File: src/rtl/periph_hs_pkg.sv
// Shared definitions for the peripheral handshake arbiter: FSM state codes
// and default parameter values used by the top and its round-robin picker.
package periph_hs_pkg;

  localparam logic [2:0] IDLE  = 3'd0;
  localparam logic [2:0] REQ   = 3'd1;
  localparam logic [2:0] ACK   = 3'd2;
  localparam logic [2:0] REL   = 3'd3;
  localparam logic [2:0] ABORT = 3'd4;

  localparam int N_REQ_DEF   = 4;
  localparam int DW_DEF      = 2;
  localparam int TIMEOUT_DEF = 16;

endpackage

File: src/rtl/periph_rr_pick.sv
// Combinational round-robin picker: first set request bit at or above ptr,
// wrapping around past N_REQ-1 back to 0.
module periph_rr_pick
  import periph_hs_pkg::*;
#(
  parameter int N_REQ = N_REQ_DEF
) (
  input  logic [N_REQ-1:0]         req,
  input  logic [$clog2(N_REQ)-1:0] ptr,
  output logic                     found,
  output logic [$clog2(N_REQ)-1:0] idx
);

  localparam int GW = $clog2(N_REQ);

  logic [GW:0]   sum;
  logic [GW-1:0] cand;

  always_comb begin
    found = 1'b0;
    idx   = '0;
    sum   = '0;
    cand  = '0;
    for (int k = 0; k < N_REQ; k++) begin
      // Candidate index (ptr + k) mod N_REQ; ptr is always below N_REQ.
      sum = {1'b0, ptr} + (GW+1)'(k);
      if (sum >= (GW+1)'(N_REQ)) begin
        sum = sum - (GW+1)'(N_REQ);
      end
      cand = sum[GW-1:0];
      if (!found && req[cand]) begin
        found = 1'b1;
        idx   = cand;
      end
    end
  end

endmodule

File: src/rtl/periph_hs_arbiter.sv
// Round-robin arbiter sharing one 4-phase send/ack peripheral port among
// N_REQ requesters, with a watchdog that aborts unacknowledged requests.
module periph_hs_arbiter
  import periph_hs_pkg::*;
#(
  parameter int N_REQ   = N_REQ_DEF,
  parameter int DW      = DW_DEF,
  parameter int TIMEOUT = TIMEOUT_DEF
) (
  input  logic                     clk2,
  input  logic                     rst2,
  input  logic [N_REQ-1:0]         cpu_send,
  input  logic [N_REQ*DW-1:0]      cpu_dado,
  output logic [N_REQ-1:0]         cpu_ack,
  output logic [N_REQ-1:0]         cpu_nak,
  output logic                     per_send,
  output logic [DW-1:0]            per_dado,
  input  logic                     per_ack,
  output logic [$clog2(N_REQ)-1:0] grant_id,
  output logic                     busy,
  output logic                     err_valid
);

  localparam int GW = $clog2(N_REQ);
  localparam int WW = $clog2(TIMEOUT);
  localparam logic [WW-1:0] WDOG_LAST = WW'(TIMEOUT - 1);

  logic [2:0]    state;
  logic [GW-1:0] ptr;
  logic [WW-1:0] wdog;

  logic          pick_found;
  logic [GW-1:0] pick_idx;
  logic [DW-1:0] pick_dado;
  logic [GW-1:0] next_ptr;
  logic          owner_send;

  function automatic logic [N_REQ-1:0] onehot(input logic [GW-1:0] i);
    logic [N_REQ-1:0] v;
    v    = '0;
    v[i] = 1'b1;
    return v;
  endfunction

  periph_rr_pick #(
    .N_REQ (N_REQ)
  ) u_pick (
    .req   (cpu_send),
    .ptr   (ptr),
    .found (pick_found),
    .idx   (pick_idx)
  );

  always_comb begin
    pick_dado = '0;
    for (int k = 0; k < N_REQ; k++) begin
      if (pick_idx == GW'(k)) begin
        pick_dado = cpu_dado[k*DW +: DW];
      end
    end
  end

  assign next_ptr   = (grant_id == GW'(N_REQ - 1)) ? '0 : grant_id + 1'b1;
  assign owner_send = cpu_send[grant_id];

  always_ff @(posedge clk2 or negedge rst2) begin
    if (!rst2) begin
      state     <= IDLE;
      ptr       <= '0;
      wdog      <= '0;
      cpu_ack   <= '0;
      cpu_nak   <= '0;
      per_send  <= 1'b0;
      per_dado  <= '0;
      grant_id  <= '0;
      busy      <= 1'b0;
      err_valid <= 1'b0;
    end else begin
      err_valid <= 1'b0;
      case (state)
        IDLE: begin
          // per_ack is deliberately ignored here; only requests matter.
          if (pick_found) begin
            state    <= REQ;
            grant_id <= pick_idx;
            per_dado <= pick_dado;
            per_send <= 1'b1;
            wdog     <= '0;
            busy     <= 1'b1;
          end
        end
        REQ: begin
          // An ack arriving on the final watchdog cycle still completes.
          if (per_ack) begin
            state   <= ACK;
            cpu_ack <= onehot(grant_id);
          end else if (wdog == WDOG_LAST) begin
            state     <= ABORT;
            per_send  <= 1'b0;
            err_valid <= 1'b1;
            cpu_nak   <= onehot(grant_id);
          end else begin
            wdog <= wdog + 1'b1;
          end
        end
        ACK: begin
          if (!owner_send) begin
            state    <= REL;
            per_send <= 1'b0;
          end
        end
        REL: begin
          if (!per_ack) begin
            state   <= IDLE;
            cpu_ack <= '0;
            ptr     <= next_ptr;
            busy    <= 1'b0;
          end
        end
        ABORT: begin
          // Both sides must be idle before the port is offered again.
          if (!owner_send && !per_ack) begin
            state   <= IDLE;
            cpu_nak <= '0;
            ptr     <= next_ptr;
            busy    <= 1'b0;
          end
        end
        default: begin
          state    <= IDLE;
          per_send <= 1'b0;
          cpu_ack  <= '0;
          cpu_nak  <= '0;
          busy     <= 1'b0;
        end
      endcase
    end
  end

endmodule

File: config.mk
export PLATFORM = sky130hd
export DESIGN_NAME = periph_hs_arbiter
export DESIGN_NICKNAME = d
export VERILOG_FILES = /design/src/rtl/periph_hs_pkg.sv /design/src/rtl/periph_rr_pick.sv /design/src/rtl/periph_hs_arbiter.sv
export SDC_FILE = /design/constraint.sdc
export NUM_CORES = 1
export LEC_CHECK = 0
export CAP_MARGIN = 20
export CORE_MARGIN = 2
export CORE_UTILIZATION = 40
export DETAILED_ROUTE_END_ITERATION = 8
export GPL_TIMING_DRIVEN = 0
export PLACE_DENSITY = 0.8
export SLEW_MARGIN = 20
export SYNTH_ARGS = -nofsm -noshare
export SYNTH_HDL_FRONTEND = slang
export SYNTH_HIERARCHICAL = 1
export SYNTH_SLANG_ARGS = --single-unit
File: constraint.sdc
create_clock -name clk2 -period 1.9 [get_ports clk2]
set_input_delay 0.19 -clock clk2 [delete_from_list [all_inputs] [get_ports clk2]]
set_output_delay 0.19 -clock clk2 [all_outputs]
set_load 0.1 [all_outputs]
==> metrics.txt <==
Max Slew Vio Count=0; Seq cells post-synth=24; R2R depth=4; WL per Instance=roughly 15 µm; main combinational cell family by area after synthesis=compound AO/OA/AOI/OAI gates; vias in the first global route=between 1000 and 1500; via count=1174; Worst EP arrival=between 2 and 2.5 ns; top-area cell type share of the netlist area=between 40% and 50%; Max Clock Skew=between 0.01 and 0.015 ns; Hold Crit Class=input port to async pin; Final min period=between 2 and 2.5 ns; H-tree depth=1; first-pass GRT wire length=~5000 µm; DP Area=about 0.0017 mm²; Multi-input gate area=between 600 and 700 µm²; Static Leak=between 0.8 and 0.9 nW; Final Cycle Share=112%; synthesis-to-finish area growth=34.6%; Distinct cells, synth=38; EDFF count, synth=0; Reg2Reg Setup Slack=-0.22 ns; Compound-Gate Fraction of Synth Area=22.9%; total gr overflow=0; largest net degree at the start of global routing=25; violated checks=negative setup slack; most frequent cells in the layout=22 x dfrtp_1, 15 x dlygate4sd2_1, 12 x clkdlybuf4s50_1; Crit Path Category=flop to flop; die height=61.6 µm; Netlist Area Pre-Place=0.00133 mm²; Critical R2R Capture=ptr[0]; commonest non-fill, non-tap cell in the layout=dfrtp_1; clock latency on the worst-skew pair=approximately 0.32 ns; FF/Latch Area=slightly above 600 µm²; post-synthesis sequential area ratio=about 45%; Simple-Gate Fraction of Synth Area=approximately an eighth; Async SR Flop Fraction=100%; Highest Clock Rate=0.471 GHz; multiplexer share of the synthesized area=roughly 8.5%; Syn Inst Count=128; Slew HR=a little over a third; peak supply drop=around 1000 µV; drt via density=between 5 and 6; post-route cell area=approximately 0.0018 mm²; Fill cells=between 200 and 300; clock buffer count from CTS=3; ys flop type=dfrtp_1; clk sink count=24; die area=approximately 0.0038 mm²; r2r startpoint=grant_id[0]; Post-DP HPWL=2230 µm; Power Dens Cells=around 1700 mW/mm²; setup ws final=-0.224 ns; Synth Net Count=148; initial DRC count=58; post-route ant nets=0; Mean Syn Cell Area=approximately 10 µm²; CTS tree=yes; Initial Util=42.7%; All-Layer GR Usage=17.7%; YS warnings=6; final-report hold violation count=0; CP Launch Type=flop; total length of routed wires=just over 3000 µm; top post-synthesis cells by area=dfrtp_1 45%, a22o_1 5.3%, mux4_2 5.1%, ha_1 4.7%, a21oi_1 3.8%; element type at the critical path end=flop; DRC=0; post-synth top area cell=dfrtp_1; Max Fanout on Critical Path=3; Tot Pwr=between 0.002 and 0.003 W; share of layout cells above drive strength 1=about 16%; Pre-antenna DRT Iters=4; Core ar.=about 0.0031 mm²; final net count=between 150 and 200; Die W=approximately 60 µm; Critical Path RT=~2.1 ns; Clock transition at path regs=roughly 0.13 ns; XOR/XNOR share of the synthesized area=less than 1%; endpoints failing setup=3; Synth Area in Adders=4.72%; initial antenna violation count=0; CTS root buffer=clkbuf_4; hold slack=0.389 ns; status=finished with violations; slew at the pin closest to its max-slew limit=0.961 ns; RSZ-0062 raised after global routing=true; # diodes=0; max cap viols=0; cell row count=20; Port Buf Inserts=29; IO Pins=30; maximum clock insertion buffer count=2; Placer Congestion=around 0.94
## how the worst max path moves through the flow
stage	endpoint	depth (start not counted)	start	slack (ns)
2_1_floorplan	ptr[0]	4	grant_id[0]	-0.37
3_5_place_dp	wdog[2]	7	cpu_send[0]	-0.52
3_3_place_gp	wdog[2]	7	cpu_send[0]	-0.44
6_report	ptr[0]	4	grant_id[0]	-0.22
4_1_cts	ptr[0]	4	grant_id[0]	-0.23
5_1_grt	ptr[0]	4	grant_id[0]	-0.30
## critical path, cell delays in order (launching register included)
cell	delay [ns]
dfrtp_4	0.45
mux4_2	0.54
or4b_1	0.50
a21oi_2	0.17
mux2_1	0.34
## Yosys cell counts, types with 3 or more instances
cell	n
clkbuf_1	5
a21oi_1	10
ha_1	5
inv_1	8
nand2_1	6
a22o_1	8
mux4_2	3
nand3_1	3
o21ai_0	5
o2bb2ai_1	3
nand2b_1	4
nor2_1	9
dfrtp_1	24
nor3_1	5
## power breakdown
part / switching, W / total (W) / internal [W]
sequential: 0.000127 / 0.000800 / 0.000674
clock: 0.000152 / 0.000365 / 0.000213
combinational: 0.00122 / 0.00179 / 0.000566
total: 0.00150 / 0.00295 / 0.00145
## state kept, by name (all words and copies together), names as in the netlist
name,flops
cpu_ack,4
cpu_nak,4
wdog,4
state,3
grant_id,2
per_dado,2
ptr,2
busy,1
err_valid,1
per_send,1
## timing repair
| item | in CTS | in global routing |
|---|---|---|
| gates resized for setup | 18 | 3 |
| buffers inserted | 2 | 3 |
| hold buffers | 0 | 1 |
| endpoints found under the hold margin | 0 | 24 |
| pin swaps | 2 | 2 |
| setup endpoints to repair | 26 | 10 |
## through the flow
step | utilization [%] | setup slack (ns) | TNS, ns | std cells
after global placement | 54.1 | -0.442 | -3.11 | 201
after floorplan | - | -0.365 | -0.735 | 128
final | 57.5 | -0.224 | -0.445 | 210
after global routing | 57.5 | -0.302 | -0.783 | 210
after detailed placement | 54.1 | -0.522 | -4.19 | 201
after CTS | 56.2 | -0.226 | -0.487 | 206
## final cells by class
type	count	area share, %
clock buffer	3	1.26
sequential	24	34.0
buffer	5	1.12
clock inverter	1	1.68
timing repair buffer	35	17.8
inverter	10	2.11
multi-input combinational	88	39.0
tap	44	3.09
## cells by family (layout without fill, tap and decap cells)
family          after synthesis  count (layout)
compound gates               42              42
xor+xnor                      1               1
fa+ha+maj                     5               5
buf+inv                      16              54
flops                        24              24
mux                           7               7
simple gates                 33              33
## routing by layer
layer  part of all wire (%)  global-route usage, %
met5                      0                      0
met3                    5.4                   3.99
met4                    1.9                   4.86
met1                     44                   21.0
met2                     49                   32.0
No activity file was read; power rests on OpenSTA's default activity.
